`config.mk`:
```
export PLATFORM = sky130hd
export DESIGN_NAME = fwd_hazard_unit
export DESIGN_NICKNAME = d
export VERILOG_FILES = /design/src/rtl/fu_pkg.sv /design/src/rtl/mc_slot.sv /design/src/rtl/fwd_hazard_unit.sv
export SDC_FILE = /design/constraint.sdc
export NUM_CORES = 1
export LEC_CHECK = 0
export CAP_MARGIN = 20
export CORE_MARGIN = 2
export CORE_UTILIZATION = 40
export DETAILED_ROUTE_END_ITERATION = 10
export PLACE_DENSITY_LB_ADDON = 0.2
export SYNTH_ARGS = -nofsm -noshare
export SYNTH_HDL_FRONTEND = slang
export SYNTH_HIERARCHICAL = 1
export SYNTH_SLANG_ARGS = --single-unit
```
`constraint.sdc`:
```
create_clock -name clk -period 3.52 [get_ports clk]
set_input_delay 0.528 -clock clk [delete_from_list [all_inputs] [get_ports clk]]
set_output_delay 0.528 -clock clk [all_outputs]
set_load 0.02 [all_outputs]
```
`src/rtl/fu_pkg.sv`:
```
// Shared constants and helpers for the execute-stage forwarding/hazard unit.
package fu_pkg;

  localparam int CAUSE_LOAD    = 0;
  localparam int CAUSE_MC_DEP  = 1;
  localparam int CAUSE_MC_FULL = 2;
  localparam int SEL_RF        = 0;

  // Width needed to encode "register file" plus one code per forwarding stage.
  function automatic int sel_width(input int num_stg);
    int w;
    w = 1;
    while ((1 << w) < (num_stg + 1)) begin
      w = w + 1;
    end
    return w;
  endfunction

endpackage

```
`src/rtl/mc_slot.sv`:
```
// One multi-cycle scoreboard entry: load, countdown, completion flag and
// register-match outputs for a set of query addresses.
module mc_slot #(
  parameter int REG_AW    = 5,
  parameter int LAT_W     = 4,
  parameter int REG0_ZERO = 1,
  parameter int NUM_Q     = 3
) (
  input  logic                    clk,
  input  logic                    rst_n,
  input  logic                    load,
  input  logic [REG_AW-1:0]       load_rdst,
  input  logic [LAT_W-1:0]        load_cnt,
  input  logic [NUM_Q*REG_AW-1:0] q_reg,
  output logic                    valid,
  output logic                    done,
  output logic                    free,
  output logic [REG_AW-1:0]       rdst,
  output logic [NUM_Q-1:0]        q_hit
);

  localparam logic [LAT_W-1:0]  CNT_ONE  = LAT_W'(1);
  localparam logic [REG_AW-1:0] REG_ZERO = {REG_AW{1'b0}};

  logic              valid_r;
  logic [REG_AW-1:0] rdst_r;
  logic [LAT_W-1:0]  cnt_r;

  assign valid = valid_r;
  assign rdst  = rdst_r;
  assign done  = valid_r && (cnt_r == CNT_ONE);
  assign free  = !valid_r || done;

  // Entry state: a load wins over the completion of the previous occupant.
  always_ff @(posedge clk or negedge rst_n) begin
    if (!rst_n) begin
      valid_r <= 1'b0;
      rdst_r  <= REG_ZERO;
      cnt_r   <= {LAT_W{1'b0}};
    end else if (load) begin
      valid_r <= 1'b1;
      rdst_r  <= load_rdst;
      cnt_r   <= load_cnt;
    end else if (valid_r) begin
      if (cnt_r > CNT_ONE) begin
        cnt_r <= cnt_r - CNT_ONE;
      end else begin
        valid_r <= 1'b0;
      end
    end
  end

  for (genvar q = 0; q < NUM_Q; q++) begin : g_match
    logic [REG_AW-1:0] r_s;
    assign r_s      = q_reg[q*REG_AW +: REG_AW];
    assign q_hit[q] = valid_r && (rdst_r == r_s) && !((REG0_ZERO != 0) && (r_s == REG_ZERO));
  end

endmodule

```
`src/rtl/fwd_hazard_unit.sv`:
```
// Execute-stage forwarding select, load-use detection and a multi-cycle op
// scoreboard producing RAW/WAW/structural stalls plus a stall statistic.
module fwd_hazard_unit
  import fu_pkg::*;
#(
  parameter int NUM_SRC   = 2,
  parameter int NUM_STG   = 2,
  parameter int REG_AW    = 5,
  parameter int REG0_ZERO = 1,
  parameter int MC_SLOTS  = 2,
  parameter int LAT_W     = 4,
  parameter int STAT_W    = 16,
  parameter int SEL_W     = sel_width(NUM_STG)
) (
  input  logic                      clk,
  input  logic                      rst_n,
  input  logic [NUM_SRC-1:0]        id_need,
  input  logic [NUM_SRC*REG_AW-1:0] id_rs,
  input  logic [NUM_STG-1:0]        stg_we,
  input  logic [NUM_STG*REG_AW-1:0] stg_rdst,
  input  logic [NUM_STG-1:0]        stg_is_load,
  input  logic                      flush,
  input  logic                      mc_issue,
  input  logic [REG_AW-1:0]         mc_rdst,
  input  logic [LAT_W-1:0]          mc_lat,
  input  logic                      stat_clr,
  output logic [NUM_SRC*SEL_W-1:0]  fwd_sel,
  output logic                      stall,
  output logic [2:0]                stall_cause,
  output logic                      mc_busy,
  output logic                      mc_done,
  output logic [REG_AW-1:0]         mc_done_rdst,
  output logic [STAT_W-1:0]         stall_cnt
);

  localparam int                NUM_Q    = NUM_SRC + 1;
  localparam logic [REG_AW-1:0] REG_ZERO = {REG_AW{1'b0}};

  logic [NUM_SRC-1:0] ld_use_s;

  for (genvar j = 0; j < NUM_SRC; j++) begin : g_src
    logic [REG_AW-1:0]  rs_s;
    logic [NUM_STG-1:0] hit_s;
    logic [SEL_W-1:0]   sel_s;
    logic               ld_s;

    assign rs_s = id_rs[j*REG_AW +: REG_AW];

    for (genvar i = 0; i < NUM_STG; i++) begin : g_stg
      assign hit_s[i] = id_need[j] && stg_we[i] &&
                        (stg_rdst[i*REG_AW +: REG_AW] == rs_s) &&
                        !((REG0_ZERO != 0) && (rs_s == REG_ZERO));
    end

    // Priority encode: scan from oldest so the youngest hit overwrites.
    always_comb begin
      sel_s = SEL_W'(SEL_RF);
      ld_s  = 1'b0;
      for (int i = NUM_STG - 1; i >= 0; i--) begin
        sel_s = hit_s[i] ? SEL_W'(i + 1) : sel_s;
        ld_s  = hit_s[i] ? stg_is_load[i] : ld_s;
      end
    end

    assign fwd_sel[j*SEL_W +: SEL_W] = sel_s;
    assign ld_use_s[j]               = ld_s;
  end

  logic [MC_SLOTS-1:0] valid_s;
  logic [MC_SLOTS-1:0] done_s;
  logic [MC_SLOTS-1:0] free_s;
  logic [MC_SLOTS-1:0] load_s;
  logic [MC_SLOTS-1:0] free_oh_s;
  logic [REG_AW-1:0]   slot_rdst_s [MC_SLOTS];
  logic [NUM_Q-1:0]    slot_hit_s  [MC_SLOTS];
  logic [LAT_W-1:0]    lat_eff_s;
  logic                accept_s;

  assign lat_eff_s = (mc_lat == {LAT_W{1'b0}}) ? LAT_W'(1) : mc_lat;

  for (genvar s = 0; s < MC_SLOTS; s++) begin : g_slot
    mc_slot #(
      .REG_AW    (REG_AW),
      .LAT_W     (LAT_W),
      .REG0_ZERO (REG0_ZERO),
      .NUM_Q     (NUM_Q)
    ) u_slot (
      .clk       (clk),
      .rst_n     (rst_n),
      .load      (load_s[s]),
      .load_rdst (mc_rdst),
      .load_cnt  (lat_eff_s),
      .q_reg     ({mc_rdst, id_rs}),
      .valid     (valid_s[s]),
      .done      (done_s[s]),
      .free      (free_s[s]),
      .rdst      (slot_rdst_s[s]),
      .q_hit     (slot_hit_s[s])
    );
  end

  logic dep_s;
  logic full_s;
  logic [2:0] cause_raw_s;

  // RAW on needed operands, WAW on the issuing destination, and slot availability.
  always_comb begin
    dep_s  = 1'b0;
    full_s = mc_issue;
    for (int s = 0; s < MC_SLOTS; s++) begin
      for (int j = 0; j < NUM_SRC; j++) begin
        dep_s = dep_s | (id_need[j] & slot_hit_s[s][j]);
      end
      dep_s  = dep_s | (mc_issue & slot_hit_s[s][NUM_SRC]);
      full_s = full_s & ~free_s[s];
    end
  end

  // Cause vector before flush masking.
  always_comb begin
    cause_raw_s                = 3'b000;
    cause_raw_s[CAUSE_LOAD]    = |ld_use_s;
    cause_raw_s[CAUSE_MC_DEP]  = dep_s;
    cause_raw_s[CAUSE_MC_FULL] = full_s;
  end

  assign stall_cause = flush ? 3'b000 : cause_raw_s;
  assign stall       = |stall_cause;
  assign accept_s    = mc_issue && !stall && !flush;

  // Lowest-index free slot as a one-hot and lowest-index completing destination.
  always_comb begin
    logic found_v;
    found_v      = 1'b0;
    free_oh_s    = {MC_SLOTS{1'b0}};
    mc_done_rdst = REG_ZERO;
    for (int s = 0; s < MC_SLOTS; s++) begin
      free_oh_s[s] = free_s[s] & ~found_v;
      found_v      = found_v | free_s[s];
    end
    for (int s = MC_SLOTS - 1; s >= 0; s--) begin
      mc_done_rdst = done_s[s] ? slot_rdst_s[s] : mc_done_rdst;
    end
  end

  assign load_s  = accept_s ? free_oh_s : {MC_SLOTS{1'b0}};
  assign mc_busy = |valid_s;
  assign mc_done = |done_s;

  logic [STAT_W-1:0] stall_cnt_r;
  assign stall_cnt = stall_cnt_r;

  // Saturating stall statistic; clear has priority over counting.
  always_ff @(posedge clk or negedge rst_n) begin
    if (!rst_n) begin
      stall_cnt_r <= {STAT_W{1'b0}};
    end else if (stat_clr) begin
      stall_cnt_r <= {STAT_W{1'b0}};
    end else if (stall && (stall_cnt_r != {STAT_W{1'b1}})) begin
      stall_cnt_r <= stall_cnt_r + STAT_W'(1);
    end
  end

endmodule

```
==> results of run 1 <==
final timing paths:
check,slack [ps],to
worst max-delay path,210,stall
worst min-delay path,590,stall_cnt[11]
worst max register to register,630,stall_cnt[5]
worst min register to register,590,stall_cnt[11]
max in group asynchronous,2050,stall_cnt[6]
min in group asynchronous,770,g_slot[1].u_slot/cnt_r[0]
placed cells by master, fill, tap and decap left out, drive strengths merged, types with 2 or more instances in the layout:
master	Yosys	layout
nand2	34	34
buf	14	22
o41ai	2	2
nor2	16	16
nand4	4	4
nor4	5	5
nor4b	3	3
dfrtp	36	36
a22o	4	4
o21a	3	3
and2	2	2
and3	5	5
nand4b	2	2
nand3	15	15
a211oi	6	6
nand2b	5	5
nor3	7	7
or4	10	10
and4	2	2
xnor2	36	36
clkdlybuf4s50	0	68
a21oi	15	15
or2	7	7
o31ai	8	8
and4b	3	3
nor2b	4	4
clkbuf	7	7
mux2	15	15
inv	7	7
o21ai	15	15
xor2	8	8
o211ai	7	7
ha	5	5
or3	10	10
critical path, cell delays in order:
cell and delay, ps:
clkdlybuf4s50_1 470, or4_1 580, o21ai_1 170, nor3_1 90
buf_4 150, o21ai_0 190, o311a_4 220, inv_1 60
dlygate4sd2_1 320
metal layers:
| layer | wire, µm | vias up |
|---|---|---|
| met2 | 3648 | 74 |
| met5 | 0 | - |
| met1 | 3516 | 1305 |
| met4 | 184 | 0 |
| li1 | - | 1347 |
| met3 | 422 | 14 |
logic make-up (layout without fill, tap and decap cells):
kind of cell	count (synthesis)	in the layout	share of synthesized area, %
and+or+nand+nor	135	135	26.16
AOI/OAI and AO/OA	65	65	16.01
xor gates and xnor gates	44	44	13.18
DFF	36	36	30.82
buffers and inverters	28	107	5.565
muxes	16	16	6.122
adders and majority gates	5	5	2.140
stage by stage:
stage          hold WS (ps)  setup slack [ps]  util (%)
2_1_floorplan         232.4             462.4         -
3_5_place_dp          583.8            -45.36     52.62
5_1_grt               620.9             76.49     53.95
3_3_place_gp          571.2            -30.96     52.62
6_report              588.4             212.0     53.95
4_1_cts               595.9             108.8     53.91
power by group through the flow:
stage	clock [µW]	sequential [µW]	combinational, µW
floorplan	0	627	829
finish	312	764	888
global route	340	792	1000
CTS	324	763	901
detailed placement	0	772	896
global placement	0	767	876
what timing repair did:
item,4_1_cts,5_1_grt
hold buffers,0,0
resized for setup,1,1
hold endpoints to repair,0,0
endpoints found under the setup margin,1,1
flip-flops by register name (all words and copies together), names as in the netlist:
register / count
g_slot.u_slot/cnt_r: 8
g_slot.u_slot/rdst: 10
g_slot.u_slot/valid: 2
stall_cnt: 16
final cells by class:
| cell class | instances | area [µm²] | area share (%) |
|---|---|---|---|
| Multi-Input combinational cell | 265 | 1859 | 48.03 |
| Clock buffer | 7 | 86.33 | 2.230 |
| Sequential cell | 36 | 900.9 | 23.27 |
| Inverter | 7 | 26.28 | 0.6787 |
| Timing Repair Buffer | 92 | 867.1 | 22.40 |
| Clock inverter | 1 | 7.507 | 0.1939 |
| Tap cell | 99 | 123.9 | 3.200 |
==> flow_summary.ini, run 1 <==
[run_status]
status = finished clean

[grt]
grt_pass1_wl_um = 12680
grt_use_met3_pct = 3.786
grt_max_degree = 30
grt_overflow = 0
grt_use_total_pct = 20.36
grt_use_met2_pct = 33.06
antenna_found_initial = 0
grt_most_used_layer = met2
grt_pass1_vias = 2625
met1_usage_pct = 27.05

[cells_and_area]
final_cells = 507
drive_gt1_share_pct = 13.97
n_fill_cell = 666
area_growth_pct = 32.45
design_area_um2 = 3871
final_nets = 452
antenna_cells = 0

[routing]
wl_per_cell_um = 15.33
avgViaCountPerCell = 5.404
vias = 2740
antenna_left = 0
drt_first_pass_iters = 4
routed_wl_um = 7771
first_iter_violations = 172
drc = 0

[power]
finalPower_uw = 1965
p_clk_share_pct = 15.9
internal-power_uw = 1170
power_density_nw_per_um2 = 507.5
power_switching_uw = 794.4
power_leakage_uw = 0.001443
sw_frac_of_total_pct = 40.43
p_seq_share_pct = 38.9
combPwrFrac_pct = 45.2
vdd_drop_max_uv = 300.4

[timing]
finalCriticalPeriod_ps = 3308
slew_viol_final = 0
fin_tns_setup_ps = 0
final-setup-viol-count = 0
max_freq_ghz = 0.3023
slew_headroom_pct = 35.85
finalCritPeriodShare_pct = 93.98
clock_skew_ps = 8.381
rsz0062_at_grt = no
tightestPinTransition_ps = 959.3
finalHoldViolations = 0

[worst_hold_path]
hp-start = stall_cnt[11]
hold_class = reg -> reg
min_path_cells = 2

[clocking]
postCtsSetupBuffers = 0
insertion_delay_ps = 290
h-tree-depth = 2
clock_path_buffers = 2
cts_tree = built
numCtsBuffers = 5
cts_root_buffer = clkbuf_8
clock_sinks = 36
clkTransAtPathRegs_ps = 70

[synth]
ys_top_cells_by_area = dfrtp_1, xnor2_1, mux2_2
ys.flop_type = dfrtp_1
synthArstFlopShare_pct = 100.0
ys_seq_area_share_pct = 30.82
synth_top_area_cell = dfrtp_1
syn_area_per_cell_um2 = 8.884
synth_edf_count = 0
synth_cell_type_count = 51
synth.net_count = 374
synthTopCellsByCount = dfrtp_1, xnor2_1, nand2_1, nor2_1
syn_area_um2 = 2923
ys_ff_latch = 36
synth_top_area_share_pct = 30.82
yosysWarnings = 6
syn_inst = 329

[floorplanning]
die-area_um2 = 8007
coreArea_um2 = 7176
io_pins = 71
initial_utilization_pct = 40.73
die_h_um = 89.48
rows = 31
die_x_um = 89.48

[place]
port_buffers = 70
postPlaceCellArea_um2 = 3776
globalplace.congestion = 0.8921
place_inst = 499
dp_hpwl_um = 5847

[worst_setup_path]
cp_max_fo = 4
r2r_start = g_slot[1].u_slot/rdst[0]
arrival_ps = 2780
crit_required_ps = 2990
worstSetupPathType = in -> out
crit_start = id_rs[5]
worstSetupStartpointType = primary input
end_kind = output port
rr_worst_depth = 11

[flow_run]
cap_violations = 0
Note: power is estimated with default switching activity, not from simulation.
==> run 2: changes to the inputs <==
--- a/config.mk
+++ b/config.mk
@@ -12,5 +12,4 @@
 export PLACE_DENSITY_LB_ADDON = 0.2
 export SYNTH_ARGS = -nofsm -noshare
 export SYNTH_HDL_FRONTEND = slang
-export SYNTH_HIERARCHICAL = 1
 export SYNTH_SLANG_ARGS = --single-unit
==> constraint.sdc (replaced) <==
create_clock -name clk -period 3.15 [get_ports clk]
set_input_delay 0.4725 -clock clk [delete_from_list [all_inputs] [get_ports clk]]
set_output_delay 0.4725 -clock clk [all_outputs]
set_load 0.02 [all_outputs]
==> flow_summary.ini, run 2 <==
[run_status]
status = finished clean

[power]
power_density_nw_per_um2 = 527.0
finalPower_uw = 2195
vdd_drop_max_uv = 440.4
power_leakage_uw = 0.001807

[cells_and_area]
final_nets = 450
area_growth_pct = 39.29
largest_register_ffs = 16
design_area_um2 = 4165
layout_commonest_cell = clkdlybuf4s50_1
final_cells = 504
antenna_cells = 0
mostFrequentLayoutCells = clkdlybuf4s50_1, dfrtp_1, buf_4
drive_gt1_share_pct = 21.23

[floorplanning]
die_h_um = 90.47
initial_utilization_pct = 41.23
die_x_um = 90.47
io_pins = 71
rows = 31
die-area_um2 = 8184
coreArea_um2 = 7253

[worst_setup_path]
crit_start = stg_rdst[7]
rr_worst_depth = 8
worstSetupPathType = in -> out
slowest_delay_ps = 460
r2r-end = stall_cnt[5]
arrival_ps = 2590
cp_max_fo = 2
cp_num_buf_inv = 3
crit_path_cell_trace = clkdlybuf4s50_1, xor2_1, nor4_2, nand4b_1, o22ai_2, buf_4, a21oi_1, nor2_1, dlygate4sd2_1
end_kind = output port
path_delay_family = buffers and inverters
r2r_start = g_slot[0].u_slot.rdst[1]
slowest_stage = clkdlybuf4s50_1
worstSetupStartpointType = primary input
reg2reg_slack_ps = 660
endpoint = stall_cause[0]
crit_required_ps = 2680
cp.depth = 9

[synth]
ys_top_cells_by_area = dfrtp_1, xnor2_1, xor2_1
synth_most_common_cell = dfrtp_1
synth-simple-area-share_pct = 22.43
syn_area_per_cell_um2 = 9.554
synthTopCellsByCount = dfrtp_1, xnor2_1, nor2_1, xor2_1
synth.net_count = 358
synth_top_area_share_pct = 30.13
syn_area_um2 = 2990
synth_xor_area_share_pct = 16.11
synth_mux_area_share_pct = 13.05
synth_edf_count = 0
ys.flop_type = dfrtp_1
synth_compound_area_share_pct = 11.21
syn_inst = 313
synth_top_area_cell = dfrtp_1
synth_cell_type_count = 52
synth_top_family_by_area = simple AND/OR/NAND/NOR gates
yosysWarnings = 0
ys_seq_area_share_pct = 30.13
ys_ff_latch = 36
synthArstFlopShare_pct = 100.0
synth_fa_ha_area_share_pct = 2.092

[worst_hold_path]
hold_class = reg -> reg
hp-start = g_slot[0].u_slot.cnt_r[1]

[clocking]
h-tree-depth = 2
cts_root_buffer = clkbuf_8
clock_path_buffers = 2
cts_tree = built
numCtsBuffers = 5
holdBufCountCts = 0
clock_sinks = 36
insertion_delay_ps = 290
clkTransAtPathRegs_ps = 60

[place]
place_inst = 494
globalplace.congestion = 0.8311
dp_hpwl_um = 5954
port_buffers = 70
postPlaceCellArea_um2 = 3949

[timing]
final-setup-viol-count = 0
fin_tns_setup_ps = 0
slew_headroom_pct = 68.49
finalCriticalPeriod_ps = 3064
slew_viol_final = 0
clock_skew_ps = 14.76
tightestPinTransition_ps = 472.7
finalHoldViolations = 0
whs_ps = 530.5
max_freq_ghz = 0.3264
finalCritPeriodShare_pct = 97.27

[grt]
grt_use_total_pct = 19.53
grt_use_met2_pct = 33.15
met1_usage_pct = 25.41
grt_most_used_layer = met2
grt_use_met3_pct = 3.923
grt_pass1_vias = 2668
grt_overflow = 0
grt_pass1_wl_um = 13050
grt_max_degree = 37
antenna_found_initial = 0

[flow_run]
cap_violations = 0

[routing]
drt_first_pass_iters = 4
vias = 2615
antenna_left = 0
avgViaCountPerCell = 5.188
drc = 0
wl_per_cell_um = 15.48
first_iter_violations = 118
routed_wl_um = 7803
-- run 2: power by group --
group | switching [µW] | leakage (µW) | internal (µW)
sequential | 204 | 0.000462 | 598
combinational | 480 | 0.00129 | 557
clock | 162 | 0.0000503 | 195
total | 845 | 0.00181 | 1350
-- run 2: worst min path at each step --
stage                                     end  cells past startpoint  slack, ps
floorplan           g_slot[0].u_slot.cnt_r[0]                      0        180
global placement    g_slot[0].u_slot.cnt_r[1]                      1        520
detailed placement  g_slot[0].u_slot.cnt_r[1]                      1        520
CTS                 g_slot[0].u_slot.cnt_r[1]                      1        530
global route        g_slot[0].u_slot.cnt_r[1]                      1        550
finish              g_slot[0].u_slot.cnt_r[1]                      1        530
-- run 2: cells by family (layout without fill, tap and decap cells) --
kind of cell / after synthesis / in the layout
simple gates: 119 / 119
fa+ha+maj: 5 / 5
compound gates: 39 / 39
flops: 36 / 36
buf+inv: 28 / 120
xor+xnor: 55 / 55
mux: 31 / 31
-- run 2: what timing repair did --
action                     4_1_cts  5_1_grt
gates resized for setup         10       27
pin swaps                        0        9
setup buffers                    0        2
cloned                           0        1
setup endpoints to repair       20       25
-- run 2: final cells by class --
| class | count | area [µm²] |
|---|---|---|
| Inverter | 6 | 22.52 |
| Timing Repair Buffer | 107 | 997.2 |
| Multi-Input combinational cell | 249 | 2024 |
| Fill cell | 664 | 3088 |
| Tap cell | 99 | 123.9 |
| Sequential cell | 36 | 900.9 |
| Clock buffer | 7 | 96.34 |
-- run 2: through the flow --
stage | utilization [%] | setup slack (ps)
after global placement | 54.44 | -395.8
after CTS | 56.18 | -144.3
after floorplan | - | 61.85
final | 57.43 | 85.87
after detailed placement | 54.44 | -444.3
after global routing | 57.43 | -7.508
-- run 2: metal layers --
metal  wire, µm  part of all wire, %
met2       3761                   48
met4         81                  1.0
met3        308                  3.9
met5          0                    0
met1       3652                   47
==> run 3: changes to the inputs <==
--- a/config.mk
+++ b/config.mk
@@ -5,7 +5,6 @@
 export SDC_FILE = /design/constraint.sdc
 export NUM_CORES = 1
 export LEC_CHECK = 0
-export CAP_MARGIN = 20
 export CORE_MARGIN = 2
 export CORE_UTILIZATION = 40
 export DETAILED_ROUTE_END_ITERATION = 10
==> results of run 3 <==
No change in the layout: final DEF, timing and power equal those of run 2.
